[src/rtl/fcu_pkg.sv]
// fcu_pkg: opcode map, instruction field helpers and FSM state encoding
// shared by the fetch control unit and its hazard detector.
package fcu_pkg;

   localparam int unsigned FCU_ADDR_W = 16;
   localparam int unsigned FCU_INS_W  = 32;
   localparam logic [31:0] FCU_NOP_INS = 32'h0000_0000;

   localparam logic [5:0] OP_NOP = 6'h00;
   localparam logic [5:0] OP_LD  = 6'h10;
   localparam logic [5:0] OP_ST  = 6'h11;
   localparam logic [5:0] OP_JMP = 6'h20;
   localparam logic [5:0] OP_BZ  = 6'h21;
   localparam logic [5:0] OP_BNZ = 6'h22;
   localparam logic [5:0] OP_HLT = 6'h3F;

   typedef enum logic [1:0] {
      ST_RUN     = 2'd0,
      ST_FLUSH   = 2'd1,
      ST_LDSTALL = 2'd2,
      ST_HALT    = 2'd3
   } fcu_state_e;

   function automatic logic [5:0] insOp(input logic [31:0] ins);
      return ins[31:26];
   endfunction

   function automatic logic [4:0] insRd(input logic [31:0] ins);
      return ins[25:21];
   endfunction

   function automatic logic [4:0] insRs1(input logic [31:0] ins);
      return ins[20:16];
   endfunction

   function automatic logic [4:0] insRs2(input logic [31:0] ins);
      return ins[15:11];
   endfunction

   function automatic logic [15:0] insImm(input logic [31:0] ins);
      return ins[15:0];
   endfunction

   // ALU class occupies the whole 6'h00..6'h0F opcode block (NOP included)
   function automatic logic isAluOp(input logic [5:0] op);
      return (op[5:4] == 2'b00);
   endfunction

endpackage

[src/rtl/fcu_hazard_detect.sv]
// fcu_hazard_detect: flags a load-use hazard when the instruction on the
// fetch output reads the destination of the load issued just before it.
module fcu_hazard_detect
   import fcu_pkg::*;
(
   input  logic [5:0] op_i,
   input  logic [4:0] rd_i,
   input  logic [4:0] rs1_i,
   input  logic [4:0] rs2_i,
   input  logic       ld_pend_i,
   input  logic [4:0] ld_rd_i,
   output logic       load_use_o
);

   logic       useRs1;
   logic       useSrcB;
   logic [4:0] srcB;

   // Decide which register fields the opcode really reads; r0 never creates a hazard
   always_comb begin
      useRs1  = 1'b0;
      useSrcB = 1'b0;
      srcB    = rs2_i;
      if (isAluOp(op_i)) begin
         useRs1  = 1'b1;
         useSrcB = 1'b1;
      end else if (op_i == OP_LD) begin
         useRs1  = 1'b1;
      end else if (op_i == OP_ST) begin
         useRs1  = 1'b1;
         useSrcB = 1'b1;
         srcB    = rd_i;
      end
      load_use_o = ld_pend_i && (ld_rd_i != 5'd0) &&
                   ((useRs1 && (rs1_i == ld_rd_i)) || (useSrcB && (srcB == ld_rd_i)));
   end

endmodule

[src/rtl/fetch_control_unit.sv]
// fetch_control_unit: decode-side controller for the PC / program memory
// stage. Resolves jumps and branches, squashes the single wrong-path slot,
// inserts load-use bubbles, halts on HLT and registers the surviving
// instruction into the decode pipeline register.
module fetch_control_unit
   import fcu_pkg::*;
#(
   parameter int unsigned          ADDR_W  = FCU_ADDR_W,
   parameter int unsigned          INS_W   = FCU_INS_W,
   parameter logic [INS_W-1:0]     NOP_INS = INS_W'(FCU_NOP_INS)
)(
   input  logic              clk_i,
   input  logic              rst_ni,
   input  logic [INS_W-1:0]  ins_i,
   input  logic [ADDR_W-1:0] current_address_i,
   input  logic              zero_flag_i,
   output logic [ADDR_W-1:0] jmp_loc_o,
   output logic              pc_mux_sel_o,
   output logic              stall_o,
   output logic              stall_pm_o,
   output logic [INS_W-1:0]  dec_ins_o,
   output logic [ADDR_W-1:0] dec_pc_o,
   output logic              dec_valid_o,
   output logic              halted_o
);

   fcu_state_e        state_q;
   fcu_state_e        state_d;
   logic              ld_pend_q;
   logic [4:0]        ld_rd_q;
   logic [INS_W-1:0]  dec_ins_q;
   logic [ADDR_W-1:0] dec_pc_q;
   logic              dec_valid_q;
   logic              halted_q;

   logic [31:0] insWord;
   logic [5:0]  op;
   logic [4:0]  rd;
   logic [15:0] imm;
   logic        loadUse;
   logic        takenJump;
   logic        isHlt;
   logic        issue;
   logic        redirect;
   logic        holdFetch;

   assign insWord = ins_i[31:0];
   assign op      = insOp(insWord);
   assign rd      = insRd(insWord);
   assign imm     = insImm(insWord);

   fcu_hazard_detect u_hazard (
      .op_i       (op),
      .rd_i       (rd),
      .rs1_i      (insRs1(insWord)),
      .rs2_i      (insRs2(insWord)),
      .ld_pend_i  (ld_pend_q),
      .ld_rd_i    (ld_rd_q),
      .load_use_o (loadUse)
   );

   // Next-state and control decode: load-use beats HLT, HLT beats a redirect
   always_comb begin
      takenJump = (op == OP_JMP) ||
                  ((op == OP_BZ)  &&  zero_flag_i) ||
                  ((op == OP_BNZ) && !zero_flag_i);
      isHlt     = (op == OP_HLT);
      state_d   = state_q;
      issue     = 1'b0;
      redirect  = 1'b0;
      holdFetch = 1'b0;
      unique case (state_q)
         ST_RUN, ST_LDSTALL: begin
            if ((state_q == ST_RUN) && loadUse) begin
               holdFetch = 1'b1;
               state_d   = ST_LDSTALL;
            end else if (isHlt) begin
               issue     = 1'b1;
               holdFetch = 1'b1;
               state_d   = ST_HALT;
            end else if (takenJump) begin
               issue     = 1'b1;
               redirect  = 1'b1;
               state_d   = ST_FLUSH;
            end else begin
               issue     = 1'b1;
               state_d   = ST_RUN;
            end
         end
         ST_FLUSH: begin
            state_d = ST_RUN;
         end
         ST_HALT: begin
            holdFetch = 1'b1;
         end
         default: begin
            state_d = ST_RUN;
         end
      endcase
   end

   // Control outputs are forced quiet while reset is held so the PC stage sees PC+1, no stall
   assign pc_mux_sel_o = rst_ni & redirect;
   assign stall_o      = rst_ni & holdFetch;
   assign stall_pm_o   = rst_ni & holdFetch;
   assign jmp_loc_o    = (rst_ni && redirect) ? ADDR_W'(imm) : '0;

   // State, load tracking and the decode pipeline register; non-issuing cycles emit a bubble
   always_ff @(posedge clk_i or negedge rst_ni) begin
      if (!rst_ni) begin
         state_q     <= ST_RUN;
         ld_pend_q   <= 1'b0;
         ld_rd_q     <= 5'd0;
         dec_ins_q   <= NOP_INS;
         dec_pc_q    <= '0;
         dec_valid_q <= 1'b0;
         halted_q    <= 1'b0;
      end else begin
         state_q <= state_d;
         if (state_d == ST_HALT) begin
            halted_q <= 1'b1;
         end
         if (issue) begin
            dec_ins_q   <= ins_i;
            dec_pc_q    <= current_address_i;
            dec_valid_q <= 1'b1;
            ld_pend_q   <= (op == OP_LD);
            if (op == OP_LD) begin
               ld_rd_q <= rd;
            end
         end else begin
            dec_ins_q   <= NOP_INS;
            dec_valid_q <= 1'b0;
            ld_pend_q   <= 1'b0;
         end
      end
   end

   assign dec_ins_o   = dec_ins_q;
   assign dec_pc_o    = dec_pc_q;
   assign dec_valid_o = dec_valid_q;
   assign halted_o    = halted_q;

endmodule

[config.mk]
export PLATFORM = sky130hd
export DESIGN_NAME = fetch_control_unit
export DESIGN_NICKNAME = d
export VERILOG_FILES = /design/src/rtl/fcu_pkg.sv /design/src/rtl/fcu_hazard_detect.sv /design/src/rtl/fetch_control_unit.sv
export SDC_FILE = /design/constraint.sdc
export NUM_CORES = 1
export LEC_CHECK = 0
export CAP_MARGIN = 0
export CORE_ASPECT_RATIO = 0.75
export CORE_MARGIN = 2
export CORE_UTILIZATION = 44
export DETAILED_ROUTE_END_ITERATION = 8
export GPL_TIMING_DRIVEN = 0
export PLACE_DENSITY = 0.85
export SYNTH_ARGS = -nofsm -noshare
export SYNTH_HDL_FRONTEND = slang
export SYNTH_SLANG_ARGS = --single-unit
export TNS_END_PERCENT = 50
[constraint.sdc]
create_clock -name clk_i -period 5 [get_ports clk_i]
set_input_delay 0.75 -clock clk_i [delete_from_list [all_inputs] [get_ports clk_i]]
set_output_delay 0.75 -clock clk_i [all_outputs]
set_load 0.02 [all_outputs]
==> results of run 1 <==
==> through the flow <==
stage,instances,setup TNS [ps]
3_3_place_gp,402,-13770
6_report,419,0
2_1_floorplan,206,0
4_1_cts,419,0
3_5_place_dp,403,0
5_1_grt,419,0
==> metal layers <==
layer | up-vias | GRT usage (%) | part of all wire, %
met4 | 0 | 6.468 | 0.87
met2 | 95 | 37.23 | 50
met1 | 986 | 25.93 | 40
met5 | - | 0 | 0
li1 | 965 | - | -
met3 | 8 | 9.169 | 8.8
==> kinds of logic (layout without fill, tap and decap cells) <==
group / count (synthesis) / count (layout)
xor gates and xnor gates: 8 / 8
buffers and inverters: 15 / 150
DFF: 58 / 58
and+or+nand+nor: 84 / 84
AOI/OAI and AO/OA: 18 / 18
muxes: 23 / 23
==> power by group <==
part / switching (W) / internal (W) / total [W]
sequential: 0.0000710 / 0.000604 / 0.000675
clock: 0.000177 / 0.000206 / 0.000382
combinational: 0.000385 / 0.000427 / 0.000811
total: 0.000632 / 0.00124 / 0.00187
==> registers in the layout (all words and copies together) (netlist names) <==
register / count
dec_valid_o: 1
ld_rd_q: 5
state_q: 2
ld_pend_q: 1
dec_pc_o: 16
halted_o: 1
dec_ins_o: 32
==> cells in the final DEF (no fill, tap or decap), types with 3 or more instances in the layout <==
cell type        netlist  final
clkbuf_8               0     11
dfrtp_1               58     58
clkbuf_1               6      7
mux2_2                 9      9
inv_1                  4      4
nor3_1                 7      7
nor4b_1                3      3
mux2_4                12     12
nand3_1                3      3
xnor2_1                7      7
nor2b_1                5      5
clkdlybuf4s50_1        0    117
and2_1                43     43
a21oi_1                3      3
nand2_1                7      7
o21ai_0                3      3
nand2b_1               3      3
==> how the worst max path moves through the flow <==
stage / to / slack, ps / depth (start not counted)
3_5_place_dp: jmp_loc_o[6] / 320 / 9
5_1_grt: jmp_loc_o[8] / 70 / 9
6_report: jmp_loc_o[6] / 330 / 9
2_1_floorplan: stall_pm_o / 1480 / 8
3_3_place_gp: jmp_loc_o[13] / -990 / 6
4_1_cts: jmp_loc_o[6] / 310 / 9
==> final cells by class <==
| type | instances | area, um^2 |
|---|---|---|
| plain buffers | 11 | 72.57 |
| clock buffers | 12 | 155.1 |
| clock inverters | 4 | 26.28 |
| fillers | 426 | 1685 |
| inverters | 4 | 15.01 |
| multi-input cells | 133 | 1036 |
| flip-flops and latches | 58 | 1451 |
| well taps | 78 | 97.59 |
| repair buffers | 119 | 1196 |
==> flow_summary.json, run 1 <==
{
  "status": "completed",
  "area_fraction_in_and_or_nand_and_nor_cells_after_synthesis_pct": 20.07,
  "synth_cells": 206,
  "dpl_worst_slack_ps": 316.7,
  "critical_path_buf_inv_count": 4,
  "power.leakage_nw": 1.713,
  "synth_compound_gate_area_share_pct": 5.734,
  "upper_clock_frequency_limit_ghz": 0.2142,
  "placementRows": 24,
  "r2r_slack_ps": 2510,
  "cell_chain_critical_path": "clkdlybuf4s50_1, or3_1, clkbuf_2, nand2_1, a31o_2, nor3_1, clkbuf_1, and2_1, clkdlybuf4s50_1",
  "finClkSkew_ps": 4.805,
  "max-clock-path-buffers": 2,
  "ys_seq_area_share_pct": 56.37,
  "cts.root.buffer_cell": "clkbuf_8",
  "max-vdd-ir-drop_mv": 0.2294,
  "place_congestion": 0.9003,
  "post-cts-setup-buffer-count": 0,
  "synth.net_count": 257,
  "combinational_family_with_the_most_area_after_synthesis": "simple AND/OR/NAND/NOR gates",
  "grt.overflow.total": 0,
  "num_antenna_cells": 0,
  "final_max_slew_viol_count": 0,
  "slowest_library_cell_on_the_worst_path": "nor3_1",
  "synth.avg_cell_area_um2": 12.50,
  "route.vias.total": 2054,
  "setup_viol": 0,
  "dominantRegCellSynth": "dfrtp_1",
  "crit_fanout": 10,
  "timing.critical_path.slowest_cell_delay_ps": 770,
  "dp_hpwl_um": 5271,
  "worst-r2r-cell-count": 9,
  "clk_pin_slew_worst_paths_ps": 60,
  "design.die.area_um2": 6487,
  "hold_path_class": "input pin to asynchronous set/reset pin",
  "pwr_density_cell_nw_per_um2": 461.3,
  "floorplan.core_area_um2": 5736,
  "tritoncts.num_buffers": 9,
  "post-route-period-util_pct": 93.37,
  "final_net_count": 387,
  "worstPathRequired_ps": 4250,
  "synth_enable_flop_cells": 0,
  "postSynth.asyncResetShare_pct": 100.0,
  "grt_pass1_wl_um": 10740,
  "synthDistinctLibCells": 43,
  "wire_per_inst_um": 16.24,
  "critical-path-top-cell-by-count": "clkdlybuf4s50_1",
  "final_hold_viol_count": 0,
  "design_area_um2": 4050,
  "transition_time_of_the_tightest_slew_check_pin_ps": 943.3,
  "min_period_ps": 4669,
  "crit_family": "buffers and inverters",
  "drt_wl_total_um": 6806,
  "drive_gt1_share_pct": 13.78,
  "place.port_buffers": 118,
  "dr.pass1.iters": 4,
  "clock-sinks": 58,
  "max-slew-margin-rel_pct": 36.63,
  "worst_ep_arrival_time_ps": 3920,
  "insertion_delay_ps": 330,
  "synth_area_leader_cell": "dfrtp_1",
  "yosysWarnings": 0,
  "initial_utilization_pct": 44.90,
  "fp.dieW_um": 92.34,
  "placement.cell_area_um2": 3869,
  "synth_top_area_share_pct": 56.37,
  "remaining_drc_errors": 0,
  "start_kind": "input pin",
  "end_kind": "output pin",
  "h_tree_lvl_count": 3,
  "synth.ff_latch_count": 58,
  "ys_top_cells_by_count": "58 x dfrtp_1, 43 x and2_1, 12 x mux2_4",
  "final_core_utilization_pct": 70.62,
  "via_count_normalized_by_instance_count": 4.902,
  "r2r_end": "dec_pc_o[5]",
  "number_of_primary_i_o_pins": 120,
  "timing.critical_path.from": "ins_i[28]",
  "grt_max_degree": 42,
  "critPathKind": "input pin to output pin",
  "synth_area_leaders": "dfrtp_1 56%, and2_1 10%, mux2_4 7.0%",
  "cts-resized-gates": 0,
  "die-height_um": 70.25,
  "critical_path.reg2reg.startpoint": "ld_rd_q[4]",
  "cts_hold_buffers": 0,
  "finalHoldWorstSlack_ps": 375.3,
  "drt-initial-drc-count": 69,
  "global_route_usage_over_all_layers_pct": 22.08,
  "post-synth-top-count-cell": "dfrtp_1",
  "first_global_vias": 2107,
  "p_total_w": 0.001868,
  "cts_tree": "yes",
  "synth_mux_area_share_pct": 11.71,
  "max_cap_viols": 0,
  "unrepaired_setup_endpoints_after_global_routing": "no",
  "synth_area_um2": 2575,
  "synth_xor_xnor_area_share_pct": 2.721,
  "antenna_left": 0,
  "initial_antenna_violation_count": 0,
  "synthAdderAreaFrac_pct": 0,
  "post-route-worst-setup-slack_ps": 331.4,
  "area.growth.synth_to_final_pct": 57.29
}
No activity file was read; power rests on OpenSTA's default activity.
==> run 2: changes to the inputs <==
--- a/config.mk
+++ b/config.mk
@@ -8,10 +8,11 @@
 export CAP_MARGIN = 0
 export CORE_ASPECT_RATIO = 0.75
 export CORE_MARGIN = 2
-export CORE_UTILIZATION = 44
+export CORE_UTILIZATION = 41
 export DETAILED_ROUTE_END_ITERATION = 8
 export GPL_TIMING_DRIVEN = 0
-export PLACE_DENSITY = 0.85
+export HOLD_SLACK_MARGIN = 0.06
+export PLACE_DENSITY = 0.8
 export SYNTH_ARGS = -nofsm -noshare
 export SYNTH_HDL_FRONTEND = slang
 export SYNTH_SLANG_ARGS = --single-unit
==> constraint.sdc (replaced) <==
create_clock -name clk_i -period 5.1 [get_ports clk_i]
set_input_delay 0.765 -clock clk_i [delete_from_list [all_inputs] [get_ports clk_i]]
set_output_delay 0.765 -clock clk_i [all_outputs]
set_load 0.02 [all_outputs]
==> flow_summary.json, run 2 (synthesized netlist as in run 1, its figures left out) <==
{
  "via_count_normalized_by_instance_count": 4.876,
  "initial_antenna_violation_count": 0,
  "initial_utilization_pct": 43.31,
  "crit_fanout": 7,
  "critical-path-top-cell-by-count": "clkdlybuf4s50_1",
  "start_kind": "input pin",
  "wire_per_inst_um": 15.77,
  "cell_chain_critical_path": "clkdlybuf4s50_1, or3_1, clkbuf_2, o32a_1, a2111oi_4, nand4_2, o211ai_1, and4_1, buf_4, clkdlybuf4s50_1",
  "drive_gt1_share_pct": 13.82,
  "final_core_utilization_pct": 68.14,
  "most-common-layout-cells": "117 x clkdlybuf4s50_1, 58 x dfrtp_1, 43 x and2_1, 12 x mux2_4",
  "max-slew-margin-rel_pct": 46.86,
  "critPathKind": "input pin to output pin",
  "p_total_w": 0.001841,
  "global_route_usage_over_all_layers_pct": 19.61,
  "max-vdd-ir-drop_mv": 0.1923,
  "area.growth.synth_to_final_pct": 57.34,
  "fp.dieW_um": 95.51,
  "setup_total_negative_slack_ps": 0,
  "n_fill_cell": 460,
  "worstPathRequired_ps": 4340,
  "clk_pin_slew_worst_paths_ps": 60,
  "h_tree_lvl_count": 3,
  "post-cts-setup-buffer-count": 0,
  "num_antenna_cells": 0,
  "die-height_um": 72.63,
  "cts.root.buffer_cell": "clkbuf_8",
  "grt_max_degree": 39,
  "upper_clock_frequency_limit_ghz": 0.2159,
  "placementRows": 24,
  "dp_hpwl_um": 5046,
  "transition_time_of_the_tightest_slew_check_pin_ps": 791.0,
  "slowest_library_cell_on_the_worst_path": "clkdlybuf4s50_1",
  "dpl_worst_slack_ps": 461.1,
  "clock-sinks": 58,
  "grt_pass1_wl_um": 10070,
  "pwr_density_cell_nw_per_um2": 454.3,
  "post-route-worst-setup-slack_ps": 468.9,
  "finClkSkew_ps": 5.843,
  "post-route-period-util_pct": 90.81,
  "final_hold_viol_count": 0,
  "grt.overflow.total": 0,
  "place_congestion": 0.9142,
  "placement.cell_area_um2": 3869,
  "design.die.area_um2": 6937,
  "unrepaired_setup_endpoints_after_global_routing": "no",
  "min_period_ps": 4631,
  "remaining_drc_errors": 0,
  "cts-resized-gates": 0,
  "number_of_primary_i_o_pins": 120,
  "antenna_left": 0,
  "place.port_buffers": 118,
  "cts_hold_buffers": 0,
  "final_net_count": 387,
  "power.leakage_nw": 1.719,
  "first_global_vias": 2033,
  "final_max_slew_viol_count": 0,
  "design_area_um2": 4051,
  "final_common_cell": "clkdlybuf4s50_1",
  "timing.critical_path.slowest_cell_delay_ps": 590,
  "insertion_delay_ps": 330,
  "hold_path_class": "input pin to asynchronous set/reset pin",
  "drt-initial-drc-count": 95,
  "max-clock-path-buffers": 2,
  "cts_tree": "yes",
  "status": "completed",
  "max_cap_viols": 0,
  "route.vias.total": 2038,
  "setup_viol": 0,
  "dr.pass1.iters": 4,
  "floorplan.core_area_um2": 5946,
  "end_kind": "output pin",
  "worst_ep_arrival_time_ps": 3870,
  "drt_wl_total_um": 6590,
  "largest_register_ffs": 32,
  "tritoncts.num_buffers": 9
}
[run 2: cell types whose count changed in the layout (fill, tap and decap cells not counted), sizes merged]
| cell | change |
|---|---|
| bufinv | +1 |
| clkbuf | -3 |
| clkinv | +2 |
| clkinvlp | -1 |
[run 2: layout make-up]
class                   count  area, um^2  share of cell area [%]
clock inverters             6       58.81                   1.452
repair buffers            119        1196                   29.52
inverters                   4       15.01                  0.3706
multi-input cells         133        1036                   25.57
plain buffers              11       72.57                   1.791
clock buffers               9       123.9                   3.057
well taps                  78       97.59                   2.409
flip-flops and latches     58        1451                   35.82
[run 2: metrics by stage]
step / hold WS [ps] / cells
detailed placement: 470.2 / 403
global placement: 466.3 / 402
finish: 405.8 / 418
floorplan: 469.4 / 206
global route: 419.8 / 418
CTS: 402.2 / 418
[run 2: per-layer routing]
metal  vias to the layer above  track usage (%)  part of all wire (%)
met5                         -                0                     0
met4                         0            3.810                  0.29
met3                         2            8.471                   9.3
met2                        93            31.85                    48
met1                       978            24.81                    42
li1                        965                -                     -
[run 2: worst max-delay path: cells and delay by family]
| family | cells | cell delay (ps) |
|---|---|---|
| and+or+nand+nor | 3 | 800 |
| AOI/OAI and AO/OA | 3 | 960 |
| buffers and inverters | 4 | 1350 |
[run 2: path summary, 6_finish.rpt]
check / from / to / slack, ps / cells past startpoint
min in group clk_i: halted_o / halted_o / 480 / 1
worst max-delay path: ins_i[27] / stall_pm_o / 470 / 10
max in group asynchronous: rst_ni / dec_ins_o[18] / 4120 / 2
worst min register to register: halted_o / halted_o / 480 / 1
worst max register to register: ld_rd_q[4] / dec_pc_o[4] / 2560 / 9
worst min-delay path: rst_ni / dec_valid_o / 410 / 1
[run 2: report_power, final]
group,switching [W],internal (W),total (W)
Clock,0.000172,0.000220,0.000392
Sequential,0.0000645,0.000592,0.000656
Combinational,0.000374,0.000418,0.000792
